`config.mk`:
```
export PLATFORM = sky130hd
export DESIGN_NAME = and_seq_driver
export DESIGN_NICKNAME = d
export VERILOG_FILES = /design/src/rtl/and_seq_pkg.sv /design/src/rtl/and_seq_check.sv /design/src/rtl/and_seq_driver.sv
export SDC_FILE = /design/constraint.sdc
export NUM_CORES = 1
export LEC_CHECK = 0
export CORE_ASPECT_RATIO = 0.75
export CORE_MARGIN = 5
export CORE_UTILIZATION = 60
export CTS_CLUSTER_SIZE = 24
export DETAILED_ROUTE_END_ITERATION = 8
export DONT_BUFFER_PORTS = 1
export GPL_TIMING_DRIVEN = 0
export PLACE_DENSITY = 0.75
export SLEW_MARGIN = 20
export SYNTH_ARGS = -nofsm -noshare
export SYNTH_HDL_FRONTEND = slang
export SYNTH_SLANG_ARGS = --single-unit
```
`constraint.sdc`:
```
create_clock -name clk -period 1.85 [get_ports clk]
set_input_delay 0.37 -clock clk [delete_from_list [all_inputs] [get_ports clk]]
set_output_delay 0.37 -clock clk [all_outputs]
set_load 0.005 [all_outputs]
```
`src/rtl/and_seq_pkg.sv`:
```
// Shared types and widths for the AND-datapath sequencer and its optional checker.
package and_seq_pkg;

    localparam int unsigned CntWidth    = 4;
    localparam int unsigned ErrCntWidth = 8;

    typedef enum logic [1:0] {
        StIdle,
        StSettle,
        StResp
    } state_e;

endpackage

```
`src/rtl/and_seq_check.sv`:
```
// Compares the captured datapath result against drv_a & drv_b and counts mismatches.
// Instantiated by and_seq_driver only when AND_SEQ_CHECK_EN is defined.
module and_seq_check
    import and_seq_pkg::*;
#(
    parameter int unsigned WIDTH = 4
) (
    input  logic                   clk,
    input  logic                   rst_n,
    input  logic                   capture,
    input  logic                   retire,
    input  logic [WIDTH-1:0]       drv_a,
    input  logic [WIDTH-1:0]       drv_b,
    input  logic [WIDTH-1:0]       dut_y,
    output logic                   mismatch,
    output logic [ErrCntWidth-1:0] err_count
);

    logic                   mismatch_q, mismatch_d;
    logic [ErrCntWidth-1:0] err_q, err_d;
    logic                   bad;

    assign bad = (dut_y != (drv_a & drv_b));

    always_comb begin
        mismatch_d = mismatch_q;
        err_d      = err_q;
        if (capture) begin
            mismatch_d = bad;
            // Saturate rather than wrap so a long run of failures stays visible.
            if (bad && (err_q != '1)) begin
                err_d = err_q + ErrCntWidth'(1);
            end
        end else if (retire) begin
            mismatch_d = 1'b0;
        end
    end

    always_ff @(posedge clk or negedge rst_n) begin
        if (!rst_n) begin
            mismatch_q <= 1'b0;
            err_q      <= '0;
        end else begin
            mismatch_q <= mismatch_d;
            err_q      <= err_d;
        end
    end

    assign mismatch  = mismatch_q;
    assign err_count = err_q;

endmodule

```
`src/rtl/and_seq_driver.sv`:
```
// Drives registered operands into an AND datapath, waits SETTLE_CYCLES, captures the result
// and offers it on a valid/ready response port. Optional self-check under AND_SEQ_CHECK_EN.
module and_seq_driver
    import and_seq_pkg::*;
#(
    parameter int unsigned WIDTH         = 4,
    parameter int unsigned SETTLE_CYCLES = 1
) (
    input  logic                   clk,
    input  logic                   rst_n,
    input  logic                   in_valid,
    output logic                   in_ready,
    input  logic [WIDTH-1:0]       in_a,
    input  logic [WIDTH-1:0]       in_b,
    output logic [WIDTH-1:0]       drv_a,
    output logic [WIDTH-1:0]       drv_b,
    input  logic [WIDTH-1:0]       dut_y,
    output logic                   out_valid,
    input  logic                   out_ready,
    output logic [WIDTH-1:0]       out_a,
    output logic [WIDTH-1:0]       out_b,
    output logic [WIDTH-1:0]       out_y
`ifdef AND_SEQ_CHECK_EN
    ,
    output logic                   mismatch,
    output logic [ErrCntWidth-1:0] err_count
`endif
);

    // Counter holds the remaining settle cycles minus one; capture happens when it reads zero.
    localparam logic [CntWidth-1:0] CntLoad = CntWidth'(SETTLE_CYCLES - 1);

    state_e              state_q, state_d;
    logic [CntWidth-1:0] cnt_q, cnt_d;
    logic [WIDTH-1:0]    drv_a_q, drv_a_d;
    logic [WIDTH-1:0]    drv_b_q, drv_b_d;
    logic [WIDTH-1:0]    out_a_q, out_a_d;
    logic [WIDTH-1:0]    out_b_q, out_b_d;
    logic [WIDTH-1:0]    out_y_q, out_y_d;
    logic                out_valid_q, out_valid_d;
    logic                capture;
    logic                retire;

    assign capture = (state_q == StSettle) && (cnt_q == '0);
    assign retire  = (state_q == StResp) && out_ready;

    always_comb begin
        state_d     = state_q;
        cnt_d       = cnt_q;
        drv_a_d     = drv_a_q;
        drv_b_d     = drv_b_q;
        out_a_d     = out_a_q;
        out_b_d     = out_b_q;
        out_y_d     = out_y_q;
        out_valid_d = out_valid_q;
        unique case (state_q)
            StIdle: begin
                if (in_valid) begin
                    drv_a_d = in_a;
                    drv_b_d = in_b;
                    cnt_d   = CntLoad;
                    state_d = StSettle;
                end
            end
            StSettle: begin
                if (capture) begin
                    out_y_d     = dut_y;
                    out_a_d     = drv_a_q;
                    out_b_d     = drv_b_q;
                    out_valid_d = 1'b1;
                    state_d     = StResp;
                end else begin
                    cnt_d = cnt_q - CntWidth'(1);
                end
            end
            StResp: begin
                if (retire) begin
                    out_valid_d = 1'b0;
                    state_d     = StIdle;
                end
            end
            default: state_d = StIdle;
        endcase
    end

    always_ff @(posedge clk or negedge rst_n) begin
        if (!rst_n) begin
            state_q     <= StIdle;
            cnt_q       <= '0;
            drv_a_q     <= '0;
            drv_b_q     <= '0;
            out_a_q     <= '0;
            out_b_q     <= '0;
            out_y_q     <= '0;
            out_valid_q <= 1'b0;
        end else begin
            state_q     <= state_d;
            cnt_q       <= cnt_d;
            drv_a_q     <= drv_a_d;
            drv_b_q     <= drv_b_d;
            out_a_q     <= out_a_d;
            out_b_q     <= out_b_d;
            out_y_q     <= out_y_d;
            out_valid_q <= out_valid_d;
        end
    end

    assign in_ready  = (state_q == StIdle);
    assign drv_a     = drv_a_q;
    assign drv_b     = drv_b_q;
    assign out_a     = out_a_q;
    assign out_b     = out_b_q;
    assign out_y     = out_y_q;
    assign out_valid = out_valid_q;

`ifdef AND_SEQ_CHECK_EN
    and_seq_check #(
        .WIDTH (WIDTH)
    ) u_check (
        .clk       (clk),
        .rst_n     (rst_n),
        .capture   (capture),
        .retire    (retire),
        .drv_a     (drv_a_q),
        .drv_b     (drv_b_q),
        .dut_y     (dut_y),
        .mismatch  (mismatch),
        .err_count (err_count)
    );
`endif

endmodule

```
Word level (Yosys, flattened, before mapping)
Index checks and enable logic that the tools add are counted.

word-level totals
  register bits after elaboration = 27
  output and inout bits = 22
  word-level logic and storage cells = 36

cells by class
  add/sub/neg operators = 1
  equal/unequal tests = 6
  muxes and demuxes = 10
  reductions and logical operators = 11

operators with widths
  operator                                             count
  AND reduction 3 bit                                  3
  two-way mux 4 bit                                    2
  inequality test 2 bit, second input constant         4
  one-hot mux 4 bit (2 select lines)                   1
  two-way mux 2 bit                                    3
  one-hot mux 2 bit (3 select lines)                   1
  logical NOT 4 bit                                    1
  AND reduction 2 bit                                  2
  nonzero test 2 bit                                   2
  subtractor 4 x 1 -> 4 bit, second input constant     1
  equality test 2 x 1 -> 1 bit, second input constant  1
  equality test 2 bit, second input constant           1
  logical AND 1 bit                                    2
  logical NOT 2 bit                                    1
  two-way mux 1 bit                                    2
  one-hot mux 1 bit (2 select lines)                   1

Depth between registers and ports, before layout
  word-level depth = 4
  depth in mapped cells = 6

Least setup slack after synthesis
No wires, ideal clock.

  kind = register to register
  start point = register cnt_q[0]
  end point = register out_a_q[0], in the netlist out_a[0]
  library setup time = 0.125 ns
  arrival time = 1.420 ns
  required time = 1.725 ns
  slack = 0.305 ns
  stages on the path, launching flop included = 7
  path buffers = 1
  clock period less this slack = 1.545 ns
  cells stage by stage = dfrtp_1 -> inv_1 -> ha_1 -> nor4b_2 -> nand2_2 -> buf_6 -> mux2_4

on the way
  cells in the longest elaborated chain, start to end = 3

ends and longest elaborated chain
  item                           RTL line               RTL
  from (decl)                    and_seq_driver.sv:34   logic [CntWidth-1:0] cnt_q, cnt_d;
  from (signal assigned)         and_seq_driver.sv:98   cnt_q <= cnt_d;
  logical NOT 4 bit              and_seq_driver.sv:44   assign capture = (state_q == StSettle) && (cnt_q == '0);
  logical AND 1 bit              and_seq_driver.sv:44
  AND reduction 2 bit (no line)  -
  to (signal assigned)           and_seq_driver.sv:101  out_a_q <= out_a_d;
  to (decl)                      and_seq_driver.sv:37   logic [WIDTH-1:0] out_a_q, out_a_d;

Every way passes these cells.
A chain may end at the register's enable or synchronous reset.

Final worst setup path
  start point = register cnt_q[0]
  end point = register out_b_q[3], in the netlist out_b[3]

on the way
  cells in the longest elaborated chain, start to end = 3

ends and longest elaborated chain
  item                           RTL line               RTL
  logical NOT 4 bit              and_seq_driver.sv:44
  logical AND 1 bit              and_seq_driver.sv:44
  AND reduction 2 bit (no line)  -
  to (signal assigned)           and_seq_driver.sv:102  out_b_q <= out_b_d;
  to (decl)                      and_seq_driver.sv:38   logic [WIDTH-1:0] out_b_q, out_b_d;

Every way passes these cells.

==> impl_metrics.yaml <==
cts:
  numCtsBuffers: 3
  clockBufferDepth: 2
  cts_tree: "done"
  root_buffer: "clkbuf_4"
  clock_sinks: 27
  htreeDepth: 1
  clkLatencyLatePin_ps: 330
  cts.clk_slew.worst_paths_ps: 150
global_route:
  overflow: 0
  grt_usage_pct: 16.1
  grt_max_degree: 28
  grt_antenna_before_repair: 0
  grt_pass1_wl_mm: 3.33
  grt_pass1_vias: 685
worst_setup_path:
  worstSetupEndpointType: "register"
  cp-start-kind: "register"
  cp.required_ps: 2080
  cp-endpoint: "out_b[3]"
  critPathSlowestCell: "dfrtp_1"
  r2r_end: "out_b[3]"
  worstReg2RegStart: "cnt_q[0]"
  critical_path.startpoint: "cnt_q[0]"
  cpPeakStageDelay_ps: 440
  cp.depth: 6
  cp.arrival_ps: 1910
  path_cells: "inv_1 -> ha_1 -> nor4b_4 -> nand2_2 -> buf_6 -> mux2_4"
  critical_path.top_delay_family: "flip-flops"
  ff2ff_setup_slack_ps: 170
  critical_path_class: "register to register"
  rr_worst_depth: 6
  crit_path_max_fanout: 10
  critPathBufInv: 2
timing:
  fin_crit_sh_pct: 90.7
  tightestPinTransition_ps: 440
  fin_crit_ps: 1680
  finalHoldViolCount: 0
  final.setup.tns_ps: 0
  max_freq_mhz: 596
  setup_viol: 0
  drv_slew: 0
  fin_ws_ps: 172
  rsz0062_at_grt: "false"
  fin_skew_ps: 7.24
  slew_headroom_pct: 70.6
  whs_ps: 118
final_layout:
  multi_input_area_sq_um: 462
  n_fill_cell: 125
  n_antenna_cell: 0
  area_growth_pct: 8.30
  final_cell_mix: "dfrtp_1 (27), mux2_2 (11), mux2_4 (9), nand2_1 (5)"
  drive_gt1_share_pct: 34.8
  final_common_cell: "dfrtp_1"
  nNetsFinal: 108
  ff_latch_area_sq_um: 676
logic_synthesis:
  synth.cell_area_sq_um: 1160
  syn_inst: 83
  syn_avg_cell_area_sq_um: 14.0
  yosysUniqueCellTypes: 24
  synth_fp_nets: 101
  ys_ff_latch: 27
  ys_warn_count: 0
  ys_seq_area_share_pct: 58.2
hold_path:
  min_path_type: "input pin to register"
  min_from: "out_ready"
routing:
  routedWlPerCell_microns: 18.4
  drtIter0Drc: 4
  drt_pass1_iterations: 4
  drcViolationCount: 0
  detail-route-antenna-nets: 0
  vias: 667
  vias_per_cell: 6.01
  postRouteWirelength_mm: 2.04
floorplanning:
  die_h_microns: 48.1
  start_util_pct: 64.9
  dieArea_sq_um: 2920
  core_sq_um: 1790
  rows: 13
  io_pins: 38
  die_w_microns: 60.8
place:
  place_congestion: 0.917
  io_buffers: 0
  place_hpwl_mm: 1.48
  pre_cts_slack_ps: 164
pwr:
  power.density_nw_per_um2: 1820
  power_mw: 2.29
  vdd_drop_max_uv: 1490
  leakage_nw: 0.575
run:
  drv_cap: 0
run_status:
  status: "finished, final reports clean"
-- metrics by stage --
stage | std cells | area (sq um) | utilization, %
global placement | 105 | 1190 | 66.4
finish | 111 | 1260 | 70.3
detailed placement | 105 | 1190 | 66.4
CTS | 111 | 1250 | 69.8
global route | 111 | 1260 | 70.3
floorplan | 83 | 1160 | -
-- synthesized netlist by cell type, drive strengths merged --
cell | instances | area [sq um]
nand3 | 2 | 10.0
mux2 | 20 | 259
o21bai | 1 | 7.51
or3 | 1 | 6.26
o41ai | 1 | 8.76
nor2b | 1 | 6.26
inv | 3 | 11.3
o21ai | 2 | 10.0
dfrtp | 27 | 676
o311ai | 2 | 17.5
nor3b | 1 | 7.51
o31ai | 1 | 7.51
a21oi | 2 | 10.0
or2 | 1 | 6.26
nor2 | 3 | 11.3
ha | 2 | 25.0
nor4b | 1 | 15.0
nand2 | 6 | 25.0
and2 | 2 | 12.5
buf | 3 | 21.3
a22oi | 1 | 7.51
-- sequential cells by signal, summed over array words and instances (netlist names) --
name       flops
out_b          4
out_valid      1
out_a          4
drv_a          4
out_y          4
state_q        2
drv_b          4
cnt_q          4
-- timing repair --
action                     in CTS  in global routing
hold endpoints to repair       27                  0
buffers inserted                0                  0
gates resized for setup         0                  1
hold buffers                    2                  0
setup endpoints to repair       0                  7
-- worst min-delay path by stage --
| stage | end | slack [ps] | depth (start not counted) |
|---|---|---|---|
| after floorplan | cnt_q[0] | 70 | 0 |
| after global placement | cnt_q[2] | 80 | 0 |
| after detailed placement | out_b[3] | 80 | 0 |
| after CTS | state_q[1] | 110 | 1 |
| after global routing | state_q[1] | 80 | 1 |
| final | state_q[1] | 120 | 1 |
-- logic make-up (layout without fill, tap and decap cells) --
| logic type | after synthesis | after routing | synth area share, % |
|---|---|---|---|
| and+or+nand+nor | 18 | 18 | 8.62 |
| buffers and inverters | 6 | 12 | 2.80 |
| AOI/OAI and AO/OA | 10 | 10 | 5.93 |
| DFF | 27 | 27 | 58.2 |
| muxes | 20 | 20 | 22.3 |
| adders and majority gates | 2 | 2 | 2.15 |
-- metal layers --
metal / GRT usage, % / share of wire, % / wire [microns]
met4: 2.60 / 0.49 / 10
met1: 19.5 / 40 / 808
met5: 0 / 0 / 0
met3: 8.47 / 10 / 210
met2: 26.7 / 50 / 1010
-- where the power goes --
group	internal, mW	leakage (nW)	switching (mW)
Sequential	0.888	0.324	0.280
Clock	0.0829	0.0139	0.176
Combinational	0.521	0.238	0.347
Total	1.49	0.575	0.803
-- cell type report --
type	instances	area share [%]
Timing Repair Buffer	2	2.39
Buffer	3	1.69
Clock buffer	3	1.79
Sequential cell	27	53.7
Inverter	3	0.896
Multi-Input combinational cell	50	36.7
Clock inverter	1	0.597
Tap cell	22	2.19
Note: power is estimated with default switching activity, not from simulation.
